<file path="src/rtl/dmem_access_ctrl.sv">
// MEM-stage data-memory access sequencer: drives a req/ack bus, formats store lanes,
// aligns/extends load data and stalls the pipeline until the access resolves.
module dmem_access_ctrl #(
   parameter int unsigned TIMEOUT_CYCLES = 255
) (
   input  logic        clk,
   input  logic        resetn,
   input  logic        mwmem,
   input  logic        mm2reg,
   input  logic [2:0]  mfunc3,
   input  logic [63:0] mr,
   input  logic [63:0] mqb,
   output logic        dmem_req,
   output logic        dmem_we,
   output logic [63:0] dmem_addr,
   output logic [63:0] dmem_wdata,
   output logic [7:0]  dmem_wstrb,
   input  logic        dmem_ack,
   input  logic [63:0] dmem_rdata,
   output logic        mem_stall,
   output logic [63:0] mdata,
   output logic        mdone,
   output logic        mfault,
   output logic        mbuserr
);

   typedef enum logic [1:0] {S_IDLE, S_WAIT, S_DONE} state_t;

   localparam logic [7:0] TMO_LAST = 8'(TIMEOUT_CYCLES - 1);

   state_t      state_q;
   logic        req_q, we_q, store_q;
   logic [63:0] addr_q, wdata_q, mdata_q;
   logic [7:0]  wstrb_q, cnt_q;
   logic        mdone_q, mfault_q, mbuserr_q;
   logic [2:0]  off_q, func3_q;

   logic        access, is_store, illegal, misaligned, fault, start;
   logic [7:0]  size_mask;
   logic [2:0]  align_mask;
   logic [7:0]  wstrb_d;
   logic [63:0] wdata_d, shifted, ldata_d;

   always_comb begin
      access   = mwmem | mm2reg;
      is_store = mwmem;
      size_mask  = 8'h01;
      align_mask = 3'b000;
      case (mfunc3[1:0])
         2'b00: begin size_mask = 8'h01; align_mask = 3'b000; end
         2'b01: begin size_mask = 8'h03; align_mask = 3'b001; end
         2'b10: begin size_mask = 8'h0F; align_mask = 3'b011; end
         default: begin size_mask = 8'hFF; align_mask = 3'b111; end
      endcase
      illegal    = (mfunc3 == 3'b111) |
                   (is_store & (mfunc3[2] | (mfunc3[1:0] == 2'b11)));
      misaligned = |(mr[2:0] & align_mask);
      fault      = access & (illegal | misaligned);
      start      = access & ~fault;
      wstrb_d    = size_mask << mr[2:0];
      wdata_d    = mqb << {mr[2:0], 3'b000};
   end

   // Load alignment uses the offset/func3 latched at request time.
   always_comb begin
      shifted = dmem_rdata >> {off_q, 3'b000};
      ldata_d = shifted;
      case (func3_q)
         3'b000:  ldata_d = {{56{shifted[7]}},  shifted[7:0]};
         3'b001:  ldata_d = {{48{shifted[15]}}, shifted[15:0]};
         3'b010:  ldata_d = {{32{shifted[31]}}, shifted[31:0]};
         3'b100:  ldata_d = {56'd0, shifted[7:0]};
         3'b101:  ldata_d = {48'd0, shifted[15:0]};
         3'b110:  ldata_d = {32'd0, shifted[31:0]};
         default: ldata_d = shifted;
      endcase
   end

   assign mem_stall = resetn & (((state_q == S_IDLE) & start) | (state_q == S_WAIT));

   always_ff @(posedge clk or negedge resetn) begin
      if (!resetn) begin
         state_q   <= S_IDLE;
         req_q     <= 1'b0;
         we_q      <= 1'b0;
         store_q   <= 1'b0;
         addr_q    <= '0;
         wdata_q   <= '0;
         wstrb_q   <= '0;
         mdata_q   <= '0;
         mdone_q   <= 1'b0;
         mfault_q  <= 1'b0;
         mbuserr_q <= 1'b0;
         cnt_q     <= '0;
         off_q     <= '0;
         func3_q   <= '0;
      end else begin
         case (state_q)
            S_IDLE: begin
               mdone_q   <= 1'b0;
               mbuserr_q <= 1'b0;
               mfault_q  <= fault;
               if (start) begin
                  req_q   <= 1'b1;
                  we_q    <= is_store;
                  store_q <= is_store;
                  addr_q  <= {mr[63:3], 3'b000};
                  wdata_q <= is_store ? wdata_d : '0;
                  wstrb_q <= is_store ? wstrb_d : '0;
                  off_q   <= mr[2:0];
                  func3_q <= mfunc3;
                  cnt_q   <= '0;
                  state_q <= S_WAIT;
               end
            end
            S_WAIT: begin
               mfault_q <= 1'b0;
               cnt_q    <= cnt_q + 8'd1;
               if (dmem_ack) begin
                  req_q   <= 1'b0;
                  we_q    <= 1'b0;
                  wstrb_q <= '0;
                  if (!store_q) mdata_q <= ldata_d;
                  mdone_q <= 1'b1;
                  state_q <= S_DONE;
               end else if (cnt_q == TMO_LAST) begin
                  req_q     <= 1'b0;
                  we_q      <= 1'b0;
                  wstrb_q   <= '0;
                  mbuserr_q <= 1'b1;
                  mdata_q   <= '0;
                  state_q   <= S_DONE;
               end
            end
            S_DONE: begin
               mdone_q   <= 1'b0;
               mbuserr_q <= 1'b0;
               mfault_q  <= 1'b0;
               cnt_q     <= '0;
               state_q   <= S_IDLE;
            end
            default: state_q <= S_IDLE;
         endcase
      end
   end

   assign dmem_req   = req_q;
   assign dmem_we    = we_q;
   assign dmem_addr  = addr_q;
   assign dmem_wdata = wdata_q;
   assign dmem_wstrb = wstrb_q;
   assign mdata      = mdata_q;
   assign mdone      = mdone_q;
   assign mfault     = mfault_q;
   assign mbuserr    = mbuserr_q;

endmodule

</file>
<file path="config.mk">
export PLATFORM = sky130hd
export DESIGN_NAME = dmem_access_ctrl
export DESIGN_NICKNAME = d
export VERILOG_FILES = /design/src/rtl/dmem_access_ctrl.sv
export SDC_FILE = /design/constraint.sdc
export NUM_CORES = 1
export LEC_CHECK = 0
export ABC_AREA = 1
export BUFFER_PORTS_ARGS = -buffer_cell sky130_fd_sc_hd__buf_2
export CAP_MARGIN = 20
export CORE_ASPECT_RATIO = 1.5
export CORE_MARGIN = 5
export CORE_UTILIZATION = 52
export CTS_CLUSTER_SIZE = 40
export DETAILED_ROUTE_END_ITERATION = 12
export PLACE_DENSITY = 0.81
export SLEW_MARGIN = 20
export SYNTH_ARGS = -nofsm -noshare
export SYNTH_HDL_FRONTEND = slang
export SYNTH_SLANG_ARGS = --single-unit
</file>
<file path="constraint.sdc">
create_clock -name clk -period 2.3 [get_ports clk]
set_input_delay 0.115 -clock clk [delete_from_list [all_inputs] [get_ports clk]]
set_output_delay 0.115 -clock clk [all_outputs]
set_load 0.02 [all_outputs]
</file>
==> results of run 1 <==
==> per-layer routing <==
| metal | part of all wire (%) | global-route usage, % | routed length [um] | vias up |
|---|---|---|---|---|
| met3 | 9.8 | 7.52 | 4830 | 229 |
| li1 | - | - | - | 6738 |
| met1 | 33 | 40.0 | 16500 | 6782 |
| met2 | 48 | 57.8 | 23700 | 910 |
| met5 | 0 | 0 | 0 | - |
| met4 | 8.7 | 26.0 | 4290 | 0 |
==> worst min path at each step <==
stage	endpoint	slack, ps	cells after the start
6_report	func3_q[0]	30	3
5_1_grt	func3_q[0]	40	3
4_1_cts	func3_q[0]	7	3
3_5_place_dp	mdata[46]	30	1
3_3_place_gp	mdata[46]	30	1
2_1_floorplan	cnt_q[0]	-180	0
==> state kept, by name (all words and copies together) (netlist names), 2 cells and up <==
signal      cells
dmem_wdata     64
cnt_q           8
mdata          64
dmem_addr      61
dmem_wstrb      8
state_q         2
func3_q         3
off_q           3
==> kinds of logic (layout without fill, tap and decap cells) <==
| family | Yosys count | in the layout |
|---|---|---|
| XOR/XNOR | 5 | 5 |
| flip-flops | 219 | 219 |
| adder cells (fa/ha/maj) | 8 | 8 |
| AND/OR/NAND/NOR | 1136 | 1136 |
| other | 1 | 6 |
| AO/OA/AOI/OAI | 284 | 284 |
| buffers and inverters | 181 | 617 |
==> timing repair <==
| action | 4_1_cts | 5_1_grt |
|---|---|---|
| setup endpoints to repair | 1 | 1 |
| resized for setup | 3 | 1 |
| pin swaps | 0 | 1 |
| hold buffers | 69 | 0 |
| buffers inserted | 0 | 0 |
| hold endpoints to repair | 232 | 0 |
==> power by group through the flow <==
stage                     logic, uW  registers, uW  clock network (uW)
after floorplan                5070           7850                   0
after global placement        10100           6340                   0
after detailed placement      10200           6350                   0
after CTS                     10400           6330                4120
after global routing          11500           6550                4260
final                         10500           6410                4060
==> per-stage QoR <==
stage / power [uW] / std cells / setup WS [ps]
5_1_grt: 22300 / 2598 / 10.6
4_1_cts: 20800 / 2596 / 25.0
3_5_place_dp: 16600 / 2487 / 225
2_1_floorplan: 12900 / 1836 / 532
6_report: 21000 / 2599 / 55.6
3_3_place_gp: 16400 / 2487 / 324
==> synth_stat cells, types with 13 or more instances <==
cell type  number
nand2_1       873
or2_2          13
inv_1          42
buf_2          48
dfrtp_1       219
nand3_1       154
o211ai_1       16
clkbuf_1       43
buf_4          20
o21ai_0       141
a21oi_1        85
nor2_1         69
o31ai_1        15
==> worst max-delay path, stage by stage, from the launching register on <==
cell and delay (ps):
dfrtp_1 440, inv_1 170, ha_2 290, nand4_4 250, a21boi_2 260, buf_2 200
==> final cells by class <==
cell class | instances | area [um2]
antenna | 3 | 7.51
timing repair buffer | 524 | 3210
multi-input combinational | 1436 | 6320
clock inverter | 13 | 184
tap | 324 | 405
sequential | 219 | 5480
fill | 2091 | 7730
inverter | 53 | 203
clock buffer | 27 | 631
==> results.sh, run 1 <==
export IMPL_drive_gt1_share_pct=23.6
export IMPL_clock_path_buffers=3
export IMPL_detail_route_antenna_nets=0
export IMPL_tightest_slew_ps=785
export IMPL_cts_buffers=22
export IMPL_routed_wirelength_um=49400
export IMPL_synth_edf_count=0
export IMPL_viasPerCell=5.64
export IMPL_r2r_end="dmem_addr[24]"
export IMPL_grt_ovfl_total=0
export IMPL_wl_per_cell_um=19.0
export IMPL_core_mm2=0.0242
export IMPL_cts_root_buf="clkbuf_16"
export IMPL_syn_to_final_growth_pct=30.1
export IMPL_synth_top_area_cell="dfrtp_1"
export IMPL_fin_worst_skew_ps=11.5
export IMPL_dp_hpwl_um=34800
export IMPL_crit_end="mem_stall"
export IMPL_design_die_area_mm2=0.0276
export IMPL_ys_types=43
export IMPL_drc=0
export IMPL_p_leak_uw=0.00929
export IMPL_synth_compound_area_share_pct=12.4
export IMPL_place_gp_congestion=0.986
export IMPL_syn_area_per_cell_um2=6.89
export IMPL_p_per_area_mw_per_mm2=1280
export IMPL_synth_top_cell_area_share_pct=43.3
export IMPL_cts_tree="done"
export IMPL_h_tree_depth=1
export IMPL_crit_path_start="state_q[0]"
export IMPL_slew_headroom_pct=47.7
export IMPL_yosysWarnings=0
export IMPL_synth_area_leaders="dfrtp_1, nand2_1, nand3_1, o21ai_0, a21oi_1"
export IMPL_cp_arrival_ps=2130
export IMPL_outcome="completed"
export IMPL_layout_core_utilization_pct=68.0
export IMPL_fmax_mhz=446
export IMPL_worstSetupStartpointType="register"
export IMPL_first_pass_iters=6
export IMPL_critPathCaptureType="output pin"
export IMPL_start_util_pct=52.3
export IMPL_path_max_fanout=11
export IMPL_grt_pass1_wl_um=76700
export IMPL_p_clk_share_pct=19.3
export IMPL_finalCriticalPeriod_ps=2240
export IMPL_final_common_cell="nand2_1"
export IMPL_grt_max_degree=77
export IMPL_dpl_cell_area_mm2=0.0149
export IMPL_final_cell_mix="nand2_1, buf_2, dfrtp_1"
export IMPL_yosys_most_used_dff="dfrtp_1"
export IMPL_combPwrFrac_pct=50.2
export IMPL_r2r_setup_slack_ps=180
export IMPL_synth_cell_area_mm2=0.0126
export IMPL_fin_tns_setup_ps=0
export IMPL_r2r_cells=6
export IMPL_clkTransAtPathRegs_ps=70
export IMPL_fin_nets=2464
export IMPL_die_y_um=201
export IMPL_finalSetupViolations=0
export IMPL_holdCritPathClass="in -> reg"
export IMPL_p_int_uw=11000
export IMPL_reg2reg_from="state_q[0]"
export IMPL_cap_viol_max_count=0
export IMPL_numPortBuffers=402
export IMPL_gr_usage_all_layers_pct=35.3
export IMPL_drt_initial_drc_count=1383
export IMPL_netlist_instances=1834
export IMPL_fin_area_mm2=0.0164
export IMPL_cts_sink_count=219
export IMPL_num_vias=14659
export IMPL_ir_worst_vdd_mv=0.851
export IMPL_synthAdderAreaFrac_pct=0.792
export IMPL_finalHoldViolCount=0
export IMPL_finalCritPeriodShare_pct=97.6
export IMPL_synth_xor_area_share_pct=0.346
export IMPL_synth_async_reset_ratio_pct=100
export IMPL_grt_pass1_vias=14436
export IMPL_muxShareOfSynthArea_pct=0
export IMPL_synth_seq_cells=219
export IMPL_synth_top_family_by_area="simple AND/OR/NAND/NOR gates"
export IMPL_rsz0062_at_grt="no"
export IMPL_hold_start="mfunc3[0]"
export IMPL_clk_latency_ps=530
export IMPL_holdWs_ps=27.8
export IMPL_ios=406
export IMPL_p_switching_uw=9990
export IMPL_synth_simple_area_share_pct=36.2
export IMPL_cp_data_required_time_ps=2180
export IMPL_drv_slew=0
export IMPL_pwr_share_seq_pct=30.5
export IMPL_antenna_found_initial=2
export IMPL_critPathKind="reg -> out"
export IMPL_synth_seq_area_share_pct=43.3
export IMPL_rows=70
export IMPL_swShare_pct=47.5
export IMPL_die_width_um=137
Note: power is estimated with default switching activity, not from simulation.
==> inputs of run 2 (changes only) <==
- CTS_CLUSTER_SIZE: 40 -> 28
- PLACE_DENSITY: 0.81 -> 0.85
==> run 2 against run 1 <==
  * Global-route usage shrank 0.77 points
  * Wire length shrank 1.9%
  * Sequential share of layout area rose by 0.28 points
  * Via count decreased by 1.1%
  * Largest cell class unchanged
  * Largest power group unchanged
==> results.sh, run 2 (synthesis gave the netlist of run 1 again) <==
export IMPL_finalHoldViolCount=0
export IMPL_holdPathStages=3
export IMPL_timing_critical_path_mode_cell="inv_1"
export IMPL_gr_usage_all_layers_pct=34.6
export IMPL_outcome="completed"
export IMPL_pwr_share_seq_pct=31.1
export IMPL_cp_arrival_ps=2060
export IMPL_syn_to_final_growth_pct=29.0
export IMPL_cts_sink_count=219
export IMPL_swShare_pct=47.7
export IMPL_fin_area_mm2=0.0163
export IMPL_final_cell_mix="nand2_1, buf_2, dfrtp_1"
export IMPL_crit_path_start="state_q[1]"
export IMPL_final_common_cell="nand2_1"
export IMPL_finalSetupViolations=0
export IMPL_place_gp_congestion=1.00
export IMPL_drt_initial_drc_count=1442
export IMPL_p_leak_uw=0.00922
export IMPL_clkTransAtPathRegs_ps=70
export IMPL_path_cells="inv_1, ha_2, buf_4, inv_1, a21boi_0, buf_2"
export IMPL_clk_latency_ps=520
export IMPL_die_width_um=137
export IMPL_hold_start="mfunc3[1]"
export IMPL_hold_end="func3_q[1]"
export IMPL_drc=0
export IMPL_clock_path_buffers=3
export IMPL_fin_tns_setup_ps=0
export IMPL_cp_data_required_time_ps=2180
export IMPL_p_int_uw=10800
export IMPL_fin_nets=2455
export IMPL_die_y_um=201
export IMPL_h_tree_depth=1
export IMPL_p_per_area_mw_per_mm2=1260
export IMPL_tightest_slew_ps=1090
export IMPL_combPwrFrac_pct=50.9
export IMPL_grt_pass1_vias=14295
export IMPL_grt_max_degree=96
export IMPL_worstSetupStartpointType="register"
export IMPL_finalCriticalPeriod_ps=2170
export IMPL_cts_buffers=22
export IMPL_critPathCaptureType="output pin"
export IMPL_slowest_delay_ps=440
export IMPL_cap_viol_max_count=0
export IMPL_first_pass_iters=6
export IMPL_setup_ws_ps=127
export IMPL_ir_worst_vdd_mv=1.01
export IMPL_dpl_cell_area_mm2=0.0149
export IMPL_rows=70
export IMPL_design_die_area_mm2=0.0276
export IMPL_r2r_setup_slack_ps=230
export IMPL_routed_wirelength_um=48500
export IMPL_dp_hpwl_um=34800
export IMPL_slew_headroom_pct=27.0
export IMPL_layout_cells_non_filler=2592
export IMPL_path_max_fanout=8
export IMPL_wl_per_cell_um=18.7
export IMPL_antenna_found_initial=9
export IMPL_reg2reg_from="state_q[1]"
export IMPL_dp_cells=2481
export IMPL_crit_slowest_cell="dfrtp_1"
export IMPL_drv_slew=0
export IMPL_p_clk_share_pct=18.1
export IMPL_core_mm2=0.0242
export IMPL_ios=406
export IMPL_pre_cts_ws_ps=291
export IMPL_critPathKind="reg -> out"
export IMPL_fin_worst_skew_ps=16.7
export IMPL_p_switching_uw=9830
export IMPL_drive_gt1_share_pct=23.1
export IMPL_grt_ovfl_total=0
export IMPL_start_util_pct=52.3
export IMPL_grt_pass1_wl_um=75200
export IMPL_r2r_end="mdata[7]"
export IMPL_fmax_mhz=460
export IMPL_numPortBuffers=402
export IMPL_num_vias=14503
export IMPL_viasPerCell=5.60
export IMPL_cts_root_buf="clkbuf_16"
export IMPL_r2r_cells=9
export IMPL_cts_tree="done"
export IMPL_finalCritPeriodShare_pct=94.5
export IMPL_detail_route_antenna_nets=0
export IMPL_holdCritPathClass="in -> reg"
run 2: layout make-up:
cell class	instances	area [um2]
Sequential cell	219	5480
Tap cell	324	405
Antenna cell	8	20.0
Multi-Input combinational cell	1436	6330
Clock inverter	7	101
Timing Repair Buffer	515	3150
Inverter	53	203
Fill cell	2068	7870
Clock buffer	30	621
run 2: timing repair:
| item | in CTS | in global routing |
|---|---|---|
| setup endpoints to repair | 1 | 1 |
| pin swaps | 1 | 0 |
| hold buffers | 65 | 0 |
| setup buffers | 1 | 0 |
| gates resized for setup | 0 | 3 |
| hold endpoints to repair | 283 | 0 |
| gates cloned | 0 | 0 |
run 2: worst max-delay path by stage:
stage	to	slack, ps	depth (start not counted)
2_1_floorplan	mem_stall	530	6
3_3_place_gp	mdata[22]	350	8
3_5_place_dp	dmem_addr[11]	290	7
4_1_cts	mem_stall	50	6
5_1_grt	mem_stall	-0.3	6
6_report	mem_stall	130	6
run 2: metrics by stage:
stage	util [%]	hold slack [ps]	power, uW
6_report	67.5	8.75	20600
5_1_grt	67.4	49.2	21900
4_1_cts	67.3	7.32	20400
3_5_place_dp	61.6	43.4	16500
3_3_place_gp	61.6	39.9	16300
2_1_floorplan	-	-181	12900
run 2: worst max-delay path: cells and delay by family (launching register included):
family / cells / cell delay [ps]
buffers and inverters: 4 / 650
adder cells (fa/ha/maj): 1 / 250
flip-flops: 1 / 440
AO/OA/AOI/OAI: 1 / 210
run 2: power by group through the flow:
stage | registers [uW] | clock network [uW] | logic, uW
floorplan | 7850 | 0 | 5070
global placement | 6350 | 0 | 10000
detailed placement | 6330 | 0 | 10200
CTS | 6320 | 3760 | 10300
global route | 6550 | 3930 | 11400
finish | 6400 | 3720 | 10500
run 2: routing by layer:
| metal | vias up | routed length (um) | GRT usage (%) |
|---|---|---|---|
| li1 | 6740 | - | - |
| met1 | 6646 | 16700 | 39.8 |
| met2 | 871 | 23000 | 55.9 |
| met3 | 244 | 4030 | 5.49 |
| met4 | 2 | 4760 | 27.7 |
| met5 | - | 7 | 0 |
==> inputs of run 3 (changes only) <==
- CORE_ASPECT_RATIO: 1.5 -> default
==> run 3 against run 2 <==
  * Register-to-register slack hardly changed
  * Setup slack worse by 24 ps
  * Clock power rose by 7.8%
  * Power increased by 1.2%
  * First-iteration DRC count up 25%
  * Via count grew 2.3%
==> results.sh, run 3 (synthesis gave the netlist of run 1 again) <==
export IMPL_ir_worst_vdd_mv=0.943
export IMPL_syn_to_final_growth_pct=29.6
export IMPL_cts_tree="done"
export IMPL_holdPathStages=5
export IMPL_cap_viol_max_count=0
export IMPL_outcome="completed"
export IMPL_worstSetupStartpointType="register"
export IMPL_cts_buffers=24
export IMPL_grt_max_degree=84
export IMPL_grt_pass1_vias=14542
export IMPL_cp_data_required_time_ps=2180
export IMPL_ios=406
export IMPL_antenna_found_initial=8
export IMPL_r2r_setup_slack_ps=230
export IMPL_r2r_end="dmem_addr[23]"
export IMPL_num_vias=14836
export IMPL_place_gp_congestion=0.992
export IMPL_r2r_cells=8
export IMPL_core_mm2=0.0241
export IMPL_path_cells="inv_1, ha_2, buf_4, inv_1, a21boi_1, buf_2"
export IMPL_clk_latency_ps=530
export IMPL_wl_per_cell_um=19.1
export IMPL_p_per_area_mw_per_mm2=1270
export IMPL_final_cell_mix="nand2_1, buf_2, dfrtp_1"
export IMPL_die_width_um=166
export IMPL_drc=0
export IMPL_tightest_slew_ps=649
export IMPL_dp_cells=2483
export IMPL_detail_route_antenna_nets=0
export IMPL_cts_sink_count=219
export IMPL_fin_worst_skew_ps=14.6
export IMPL_drive_gt1_share_pct=23.4
export IMPL_finalCriticalPeriod_ps=2200
export IMPL_finalCritPeriodShare_pct=95.5
export IMPL_holdWs_ps=39.2
export IMPL_crit_buf_inv=4
export IMPL_clkTransAtPathRegs_ps=60
export IMPL_routed_wirelength_um=49700
export IMPL_grt_pass1_wl_um=78000
export IMPL_path_delay_family="buffers and inverters"
export IMPL_reg2reg_from="state_q[1]"
export IMPL_timing_critical_path_mode_cell="inv_1"
export IMPL_design_die_area_mm2=0.0275
export IMPL_gr_usage_all_layers_pct=34.6
export IMPL_layout_cells_non_filler=2603
export IMPL_hold_end="mdata[1]"
export IMPL_slowest_delay_ps=430
export IMPL_fin_area_mm2=0.0164
export IMPL_grt_ovfl_total=0
export IMPL_holdCritPathClass="in -> reg"
export IMPL_rows=57
export IMPL_dp_hpwl_um=33900
export IMPL_fin_nets=2464
export IMPL_first_pass_iters=8
export IMPL_die_y_um=166
export IMPL_crit_slowest_cell="dfrtp_1"
export IMPL_hold_start="dmem_rdata[1]"
export IMPL_h_tree_depth=1
export IMPL_numPortBuffers=402
export IMPL_final_common_cell="nand2_1"
export IMPL_path_max_fanout=8
export IMPL_cts_root_buf="clkbuf_16"
export IMPL_postCtsSetupBuffers=0
export IMPL_slew_headroom_pct=56.7
export IMPL_critPathKind="reg -> out"
export IMPL_layout_core_utilization_pct=68.0
export IMPL_cp_arrival_ps=2080
export IMPL_dpl_cell_area_mm2=0.0148
export IMPL_finalHoldViolCount=0
export IMPL_p_leak_uw=0.00928
export IMPL_drt_initial_drc_count=1798
export IMPL_fmax_mhz=455
export IMPL_rsz0062_at_grt="no"
export IMPL_critPathCaptureType="output pin"
export IMPL_fin_tns_setup_ps=0
export IMPL_clock_path_buffers=3
export IMPL_finalSetupViolations=0
export IMPL_viasPerCell=5.70
export IMPL_drv_slew=0
export IMPL_start_util_pct=52.5
[run 3: tightest hold or removal path: stages]
cell	delay [ps]
buf_2	90
nand2_1	50
a21oi_1	130
o31ai_1	90
nand2_1	60
[run 3: power by group]
part,internal [uW],total (uW),switching [uW]
logic,3220,10400,7140
registers,5340,6470,1130
clock network,2340,4010,1670
[run 3: metal layers]
metal | part of all wire (%) | routed length (um) | up-vias | global-route usage, %
met4 | 6.8 | 3390 | 8 | 20.6
met2 | 47 | 23300 | 1061 | 56.5
met5 | 0.12 | 61 | - | 0
met3 | 10 | 5210 | 230 | 7.24
met1 | 36 | 17700 | 6789 | 42.5
li1 | - | - | 6748 | -
[run 3: area by class of cell]
type                       instances  area [um2]
fill                            2054        7710
sequential                       219        5480
tap                              324         405
multi-input combinational       1436        6330
clock inverter                    12         116
timing repair buffer             522        3150
inverter                          53         204
clock buffer                      32         692
antenna                            5        12.5
[run 3: worst max-delay path by stage]
stage                         endpoint  startpoint  slack [ps]  cells past startpoint
after floorplan              mem_stall  state_q[0]         530                      6
after global routing         mem_stall  state_q[0]          10                      6
final                        mem_stall  state_q[1]         100                      6
after CTS                    mem_stall  state_q[1]           1                      6
after global placement    dmem_addr[8]  state_q[0]         320                      8
after detailed placement  dmem_addr[8]  state_q[1]         230                      8
[run 3: through the flow]
stage | setup slack [ps] | power (uW)
floorplan | 532 | 12900
global placement | 315 | 16200
detailed placement | 227 | 16300
CTS | 1.09 | 20500
global route | 10.4 | 22100
finish | 103 | 20800
[run 3: what timing repair did]
item | 4_1_cts | 5_1_grt
hold endpoints to repair | 172 | 0
hold buffers | 71 | 0
setup endpoints to repair | 1 | 1
gates resized for setup | 2 | 3
